$ cat src/rtl/lsu_pkg.sv
// Shared definitions for the load/store unit: Funct3 encodings, FSM states,
// access-size decoding and the width of the bus timeout counter.
package lsu_pkg;

   // Funct3 encodings for loads and stores
   localparam logic [2:0] LB  = 3'b000;
   localparam logic [2:0] LH  = 3'b001;
   localparam logic [2:0] LW  = 3'b010;
   localparam logic [2:0] LBU = 3'b100;
   localparam logic [2:0] LHU = 3'b101;
   localparam logic [2:0] SB  = 3'b000;
   localparam logic [2:0] SH  = 3'b001;
   localparam logic [2:0] SW  = 3'b010;

   // Width of the BUS-state cycle counter; covers TIMEOUT up to 1023
   localparam int CNT_W = 10;

   typedef enum logic [1:0] {
      S_IDLE = 2'd0,
      S_BUS  = 2'd1,
      S_DONE = 2'd2
   } lsu_state_t;

   typedef enum logic [1:0] {
      SZ_BYTE = 2'd0,
      SZ_HALF = 2'd1,
      SZ_WORD = 2'd2
   } lsu_size_t;

   // Access size from Funct3; the unused encodings fall back to a word access
   function automatic lsu_size_t f3_size(input logic [2:0] f3);
      case (f3)
         LB, LBU: f3_size = SZ_BYTE;
         LH, LHU: f3_size = SZ_HALF;
         default: f3_size = SZ_WORD;
      endcase
   endfunction

   // Funct3 values that name no load/store width
   function automatic logic f3_undef(input logic [2:0] f3);
      f3_undef = (f3 == 3'b011) || (f3 == 3'b110) || (f3 == 3'b111);
   endfunction

endpackage

$ cat src/rtl/lsu_align.sv
// Byte-lane logic for the load/store unit: store lane shift and byte-enable
// generation with natural-alignment forcing, plus load lane select and
// sign/zero extension. Purely combinational.
module lsu_align
   import lsu_pkg::*;
(
   input  logic [2:0]  i_funct3,
   input  logic [1:0]  i_off,
   input  logic [31:0] i_wdata,
   output logic [1:0]  o_off,
   output logic [3:0]  o_be,
   output logic [31:0] o_wdata,
   output logic        o_misalign,
   output logic        o_undef,
   input  logic [2:0]  i_rd_funct3,
   input  logic [1:0]  i_rd_off,
   input  logic [31:0] i_rdata,
   output logic [31:0] o_rdata
);

   logic [7:0]  w_byte;
   logic [15:0] w_half;

   assign o_undef = f3_undef(i_funct3);

   // Store side: replicate data across lanes, pick enables, force low address bits aligned
   always_comb begin
      // NOTE: every output gets a default first so no path through the case infers a latch.
      o_off      = i_off;
      o_be       = 4'b0000;
      o_wdata    = i_wdata;
      o_misalign = 1'b0;
      case (f3_size(i_funct3))
         SZ_BYTE: begin
            o_be    = 4'b0001 << i_off;
            o_wdata = {4{i_wdata[7:0]}};
         end
         SZ_HALF: begin
            o_misalign = i_off[0];
            o_off      = {i_off[1], 1'b0};
            o_be       = i_off[1] ? 4'b1100 : 4'b0011;
            o_wdata    = {2{i_wdata[15:0]}};
         end
         default: begin
            o_misalign = |i_off;
            o_off      = 2'b00;
            o_be       = 4'b1111;
            o_wdata    = i_wdata;
         end
      endcase
   end

   // Load side: select the addressed lane and extend it according to Funct3
   always_comb begin
      case (i_rd_off)
         2'd0:    w_byte = i_rdata[7:0];
         2'd1:    w_byte = i_rdata[15:8];
         2'd2:    w_byte = i_rdata[23:16];
         default: w_byte = i_rdata[31:24];
      endcase
      w_half = i_rd_off[1] ? i_rdata[31:16] : i_rdata[15:0];
      case (f3_size(i_rd_funct3))
         SZ_BYTE: o_rdata = i_rd_funct3[2] ? {24'd0, w_byte} : {{24{w_byte[7]}}, w_byte};
         SZ_HALF: o_rdata = i_rd_funct3[2] ? {16'd0, w_half} : {{16{w_half[15]}}, w_half};
         default: o_rdata = i_rdata;
      endcase
   end

endmodule

$ cat src/rtl/load_store_unit.sv
// Load/store unit: runs one registered request/ready bus transaction per
// memory instruction (IDLE -> BUS -> DONE), stalls the core while it is in
// flight, and aborts with a Fault pulse after TIMEOUT cycles without BusReady.
// Optional build macro LSU_MISALIGN_TRAP_EN: misaligned or undefined accesses
// are trapped in IDLE instead of being forced to natural alignment.
module load_store_unit
   import lsu_pkg::*;
#(
   parameter int TIMEOUT = 255
) (
   input  logic        clk,
   input  logic        reset,
   input  logic        MemRead,
   input  logic        MemWrite,
   input  logic [2:0]  Funct3,
   input  logic [31:0] ALUResult,
   input  logic [31:0] WriteData,
   output logic [31:0] ReadData,
   output logic        Stall,
   output logic        Fault,
   output logic        BusReq,
   output logic        BusWe,
   output logic [31:0] BusAddr,
   output logic [31:0] BusWData,
   output logic [3:0]  BusBe,
   input  logic        BusReady,
   input  logic [31:0] BusRData
);

   lsu_state_t       r_state;
   lsu_state_t       w_next_state;
   logic [CNT_W-1:0] r_cnt;
   logic [2:0]       r_funct3;
   logic [1:0]       r_off;
   logic             r_fault;
   logic             r_bus_req;
   logic             r_bus_we;
   logic [31:0]      r_bus_addr;
   logic [31:0]      r_bus_wdata;
   logic [3:0]       r_bus_be;
   logic [31:0]      r_read_data;

   logic             w_req;
   logic             w_trapped;
   logic             w_issue;
   logic             w_capture;
   logic             w_timeout;
   logic             w_trap_fault;
   logic [1:0]       w_off;
   logic [3:0]       w_be;
   logic [31:0]      w_wdata;
   logic             w_misalign;
   logic             w_undef;
   logic [31:0]      w_rdata_ext;

   assign w_req = MemRead | MemWrite;

`ifdef LSU_MISALIGN_TRAP_EN
   assign w_trapped = w_misalign | w_undef;
`else
   assign w_trapped = 1'b0;
   logic w_unused_trap;
   assign w_unused_trap = &{1'b0, w_misalign, w_undef};
`endif

   lsu_align u_align (
      .i_funct3    (Funct3),
      .i_off       (ALUResult[1:0]),
      .i_wdata     (WriteData),
      .o_off       (w_off),
      .o_be        (w_be),
      .o_wdata     (w_wdata),
      .o_misalign  (w_misalign),
      .o_undef     (w_undef),
      .i_rd_funct3 (r_funct3),
      .i_rd_off    (r_off),
      .i_rdata     (BusRData),
      .o_rdata     (w_rdata_ext)
   );

   // State register; reset abandons any transaction in flight
   always_ff @(posedge clk or posedge reset) begin
      // NOTE: state is sequential, so it is updated with <= to avoid ordering races between blocks.
      if (reset) r_state <= S_IDLE;
      else       r_state <= w_next_state;
   end

   // Next-state decode plus the Stall, issue, capture, timeout and trap strobes
   always_comb begin
      w_next_state = r_state;
      Stall        = 1'b0;
      w_issue      = 1'b0;
      w_capture    = 1'b0;
      w_timeout    = 1'b0;
      w_trap_fault = 1'b0;
      case (r_state)
         S_IDLE: begin
            if (w_req && !reset) begin
               if (w_trapped) begin
                  w_trap_fault = 1'b1;
               end else begin
                  Stall        = 1'b1;
                  w_issue      = 1'b1;
                  w_next_state = S_BUS;
               end
            end
         end
         S_BUS: begin
            Stall = 1'b1;
            if (BusReady) begin
               w_capture    = 1'b1;
               w_next_state = S_DONE;
            end else if (r_cnt == CNT_W'(TIMEOUT - 1)) begin
               w_timeout    = 1'b1;
               w_next_state = S_DONE;
            end
         end
         S_DONE:  w_next_state = S_IDLE;
         default: w_next_state = S_IDLE;
      endcase
   end

   // Bus request registers, wait counter, load result and timeout fault pulse
   always_ff @(posedge clk or posedge reset) begin
      if (reset) begin
         r_cnt       <= '0;
         r_funct3    <= 3'd0;
         r_off       <= 2'd0;
         r_fault     <= 1'b0;
         r_bus_req   <= 1'b0;
         r_bus_we    <= 1'b0;
         r_bus_addr  <= 32'd0;
         r_bus_wdata <= 32'd0;
         r_bus_be    <= 4'd0;
         r_read_data <= 32'd0;
      end else begin
         r_fault <= w_timeout;
         if (w_issue) begin
            r_bus_req   <= 1'b1;
            r_bus_we    <= MemWrite;
            r_bus_addr  <= {ALUResult[31:2], 2'b00};
            r_bus_wdata <= w_wdata;
            r_bus_be    <= w_be;
            r_funct3    <= Funct3;
            r_off       <= w_off;
            r_cnt       <= '0;
         end else if (r_state == S_BUS && !BusReady) begin
            r_cnt <= r_cnt + 1'b1;
         end
         if (w_capture) begin
            r_bus_req <= 1'b0;
            if (!r_bus_we) r_read_data <= w_rdata_ext;
         end
         if (w_timeout) begin
            r_bus_req   <= 1'b0;
            r_read_data <= 32'd0;
         end
      end
   end

   assign ReadData = r_read_data;
   assign Fault    = r_fault | w_trap_fault;
   assign BusReq   = r_bus_req;
   assign BusWe    = r_bus_we;
   assign BusAddr  = r_bus_addr;
   assign BusWData = r_bus_wdata;
   assign BusBe    = r_bus_be;

endmodule
$ cat config.mk
export PLATFORM = sky130hd
export DESIGN_NAME = load_store_unit
export DESIGN_NICKNAME = d
export VERILOG_FILES = /design/src/rtl/lsu_pkg.sv /design/src/rtl/lsu_align.sv /design/src/rtl/load_store_unit.sv
export SDC_FILE = /design/constraint.sdc
export NUM_CORES = 1
export LEC_CHECK = 0
export ABC_CLOCK_PERIOD_IN_PS = 4720
export BUFFER_PORTS_ARGS = -buffer_cell sky130_fd_sc_hd__buf_2
export CAP_MARGIN = 10
export CORE_UTILIZATION = 50
export DETAILED_ROUTE_END_ITERATION = 8
export HOLD_SLACK_MARGIN = 0.02
export PLACE_DENSITY = 0.8
export SLEW_MARGIN = 20
export SYNTH_ARGS = -nofsm -noshare
export SYNTH_HDL_FRONTEND = slang
export SYNTH_HIERARCHICAL = 1
export SYNTH_SLANG_ARGS = --single-unit
$ cat constraint.sdc
create_clock -name clk -period 4.72 [get_ports clk]
set_input_delay 0.944 -clock clk [delete_from_list [all_inputs] [get_ports clk]]
set_output_delay 0.944 -clock clk [all_outputs]
set_load 0.005 [all_outputs]
* Word-level counts from Yosys, hierarchy flattened
Cells that the tools add are included.
** Operators by class
- $add $sub $neg :: 1
- Bitwise operators :: 1
- Shift-type cells :: 1
- Mux-type cells :: 31
- Eq/ne operators :: 15
- Reductions and logical operators :: 19
** Operator list (number)
- 2-to-1 mux 32 bit :: 5
- case mux 32 bit (2 select lines) :: 2
- case mux 8 bit (3 select lines) :: 1
- 2-to-1 mux 10 bit :: 2
- 2-to-1 mux 16 bit :: 1
- case mux 2 bit (2 select lines) :: 4
- equality test 3 bit (second input constant) :: 4
- adder 10 x 1 -> 10 bit (second input constant) :: 1
- equality test 10 x 8 -> 1 bit (second input constant) :: 1
- 2-to-1 mux 1 bit :: 10
- equality test 2 x 1 -> 1 bit (second input constant) :: 4
- zero test 2 bit :: 4
- case mux 4 bit (2 select lines) :: 1
- OR reduction 2 bit :: 4
- equality test 3 x 1 -> 1 bit (second input constant) :: 2
- zero test 3 bit :: 2
- 2-to-1 mux 2 bit :: 3
- 2-to-1 mux 4 bit :: 1
- AND reduction 2 bit :: 2
- nonzero test 2 bit :: 2
- << shifter 1 x 2 -> 4 bit (first input constant) :: 1
- != test 3 bit (second input constant) :: 1
- nonzero test 3 bit :: 1
- equality test 2 bit (second input constant) :: 1
- other kinds (6) :: 8
** Storage, ports and cells
- Output and inout port bits :: 104
- Logic and storage cells :: 79
- Bits of input ports :: 104
- Register bits after elaboration :: 118

* Depth between registers and ports, before layout
- Depth after elaboration :: 8
- Mapped depth :: 9
- Depth with buffers taken out :: 6

* Hierarchy
The synthesis kept the hierarchy.
** By module, submodules not included
- load_store_unit :: seq. area each 2952.8 um2, cells each 371, area an instance 4730.8 um2, times used 1
- lsu_align :: seq. area each 0.0 um2, cells each 193, area an instance 1149.9 um2, times used 1

* Least setup slack after synthesis
OpenSTA, ideal clock, no wires.
- Path kind :: input to output
- Start point :: input port MemWrite
- End point :: output port Stall
- Path buffers :: 0
- Data arrival time :: 1.318 ns
- Setup slack :: 2.458 ns
- Required time :: 3.776 ns
- Cell stages on the path :: 2
- Path through :: o21bai_1 a21oi_1
** On the way
- Word-level cells in the longest chain between the ends :: 4
** RTL lines
- start, declared :: line load_store_unit.sv:14 : input logic MemWrite,
- OR 1 bit :: line load_store_unit.sv:56 : assign w_req = MemRead | MemWrite;
- logical AND 1 bit :: line load_store_unit.sv:98 : if (w_req && !reset) begin
- 2-to-1 mux 1 bit :: line load_store_unit.sv:98
- case mux 1 bit (2 select lines) :: line load_store_unit.sv:96 : case (r_state)
- end, declared :: line load_store_unit.sv:19 : output logic Stall,
No other way between the ends.

* Worst setup path in the final report
- Start point :: input port BusReady
- End point :: register r_read_data[26], in the netlist ReadData[26]
** On the way
- Word-level cells in the longest chain between the ends :: 4
- Elaborated cells between the ends (all ways) :: 8
- Those cells by class :: 1 x eq/ne; 5 x mux; 2 x reduce/logical
** RTL lines
- start, declared :: line load_store_unit.sv:26 : input logic BusReady,
- 2-to-1 mux 1 bit :: line load_store_unit.sv:110 : if (BusReady) begin
- 2-to-1 mux 1 bit :: line load_store_unit.sv:96
- != test 2 x 1 -> 1 bit (no line) or nonzero test 2 bit (tied branches)
- AND reduction 2 bit (no line)
- end signal, assigned :: line load_store_unit.sv:152 : if (!r_bus_we) r_read_data <= w_rdata_ext;
- end, declared :: line load_store_unit.sv:41 : logic [31:0] r_read_data;
Parallel ways exist; a longest one is shown, timed or not.
A chain may end at the register's enable or synchronous reset.

==> flow_metrics.env <==
export IMPL_outcome="finished, final reports clean"
export IMPL_critPathCaptureType="flip-flop"
export IMPL_p_leak_nw=3.65
export IMPL_placedCellCount=868
export IMPL_hpwlAfterDp_um=10500
export IMPL_setup_tns_ns=0
export IMPL_syn_avg_cell_area_um2=10.5
export IMPL_clock_sinks=118
export IMPL_slew_viol_final=0
export IMPL_fin_nets=850
export IMPL_fillers=875
export IMPL_ys_warn_count=6
export IMPL_cts_max_level=4
export IMPL_hold_buffers=0
export IMPL_fin_crit_sh_pct=60.0
export IMPL_hold_path_class="reg -> reg"
export IMPL_grt_pass1_vias=4863
export IMPL_dpl_instance_area_um2=6850
export IMPL_core_area_um2=11400
export IMPL_worstReg2RegStart="r_state[1]"
export IMPL_grt_pass1_wl_um=23000
export IMPL_clk_latency_ns=0.41
export IMPL_drc_errors=0
export IMPL_drive_gt1_share_pct=46.2
export IMPL_crit_required_ns=5.00
export IMPL_grt_max_degree=47
export IMPL_numCtsBuffers=17
export IMPL_clockBufferDepth=2
export IMPL_stdcell_area_um2=7480
export IMPL_rsz0062_at_grt="false"
export IMPL_dr_pass1_iters=6
export IMPL_syn_to_final_growth_pct=27.6
export IMPL_dieHeight_um=110
export IMPL_hold_depth=1
export IMPL_path_clk_slew_ns=0.05
export IMPL_fin_crit_ns=2.83
export IMPL_drt_total_wl_um=15000
export IMPL_cts_setup_buffers=0
export IMPL_whs_endpoint="BusAddr[22]"
export IMPL_holdWs_ns=0.499
export IMPL_num_rows=39
export IMPL_initial_core_util_pct=51.3
export IMPL_die_w_um=110
export IMPL_ant_nets=0
export IMPL_powerDensity_nw_per_um2=562
export IMPL_ioPinCount=208
export IMPL_seqCellArea_um2=2950
export IMPL_cp_max_fo=19
export IMPL_worstReg2RegEnd="ReadData[26]"
export IMPL_reg2reg_slack_ns=2.06
export IMPL_max_freq_mhz=353
export IMPL_irDropWorstVdd_mv=0.369
export IMPL_n_antenna_cell=0
export IMPL_multi_input_area_um2=2610
export IMPL_start_kind="primary input"
export IMPL_ctsResizeCount=0
export IMPL_cts_tree="built"
export IMPL_min_from="BusAddr[22]"
export IMPL_netlist_area_um2=5860
export IMPL_track_usage_pct=25.2
export IMPL_grt_overflow=0
export IMPL_dieArea_um2=12200
export IMPL_first_iter_violations=331
export IMPL_vias=4858
export IMPL_hold_violations=0
export IMPL_port_buffers=205
export IMPL_drv_cap=0
export IMPL_reg2reg_depth=4
export IMPL_gp_congestion=0.857
export IMPL_arrival_ns=3.11
export IMPL_routed_via_density=5.40
export IMPL_crit_type="in -> reg"
export IMPL_max_slew_worst_pin_slew_ns=1.01
export IMPL_avgRoutedWirePerCell_um=16.6
export IMPL_clock_skew_ns=0.0101
export IMPL_fin_cells=900
export IMPL_setup_viol=0
export IMPL_antenna_found_initial=0
export IMPL_relSlewSlack_pct=32.0
export IMPL_syn_inst=560
export IMPL_clockRootBuffer="clkbuf_16"
## cells in the final DEF (no fill, tap or decap), drive strengths merged, types with 2 or more instances in the layout
cell type,n
nor2,8
o21bai,3
mux2,90
conb,2
clkinv,3
nand2,143
clkinvlp,2
a22oi,7
o21ai,56
ha,2
bufinv,4
buf,211
or2,3
nand4,2
o31ai,4
nor2b,5
nand3,3
or3,3
dfrtp,118
inv,10
and2,2
nor3,5
a21oi,8
mux2i,11
nor4,2
nand2b,9
or4,3
a221o,8
clkbuf,21
## metal layers
metal,track usage [%],up-vias,wire length (um)
met1,29.9,2335,6110
met2,42.4,221,7430
met5,0,-,0
li1,-,2285,-
met3,8.23,17,1250
met4,9.30,0,168
## through the flow
stage	setup WS, ns	util [%]	power (mW)
6_report	1.89	65.5	4.20
5_1_grt	1.72	65.5	4.45
3_3_place_gp	1.57	59.9	2.76
4_1_cts	1.87	65.5	4.22
3_5_place_dp	1.49	59.9	2.82
2_1_floorplan	0.647	-	2.28
## worst max-delay path: stages
cell     delay, ns
buf_2         0.12
or3b_1        0.60
nor4_4        0.96
buf_4         0.36
o21ai_0       0.13
## worst max-delay path by stage
stage                   from            to  slack [ns]  cells past startpoint
finish              BusReady  ReadData[26]        1.89                      5
global route        BusReady  ReadData[26]        1.72                      5
CTS                 BusReady  ReadData[26]        1.87                      5
detailed placement  BusReady  ReadData[26]        1.49                      5
global placement    BusReady  ReadData[21]        1.57                      5
floorplan              reset   BusAddr[10]        0.65                      1
## power by group
part,switching [mW],leakage [nW],internal [mW]
combinational,0.589,1.90,0.627
sequential,0.231,1.44,1.37
clock,0.466,0.304,0.913
## area by class of cell
class,count,share of cell area (%)
clock buffers,21,6.16
clock inverters,11,2.29
inverters,8,0.435
multi-input cells,388,34.9
flip-flops and latches,118,39.5
well taps,143,2.39
repair buffers,211,14.3
## sequential cells by signal (all words and copies together), names as in the netlist
| signal | cells |
|---|---|
| r_state | 2 |
| ReadData | 32 |
| BusWData | 32 |
| r_off | 2 |
| BusWe | 1 |
| BusReq | 1 |
| r_funct3 | 3 |
| r_cnt | 10 |
| BusBe | 4 |
| BusAddr | 30 |
| r_fault | 1 |
Note: power is estimated with default switching activity, not from simulation.
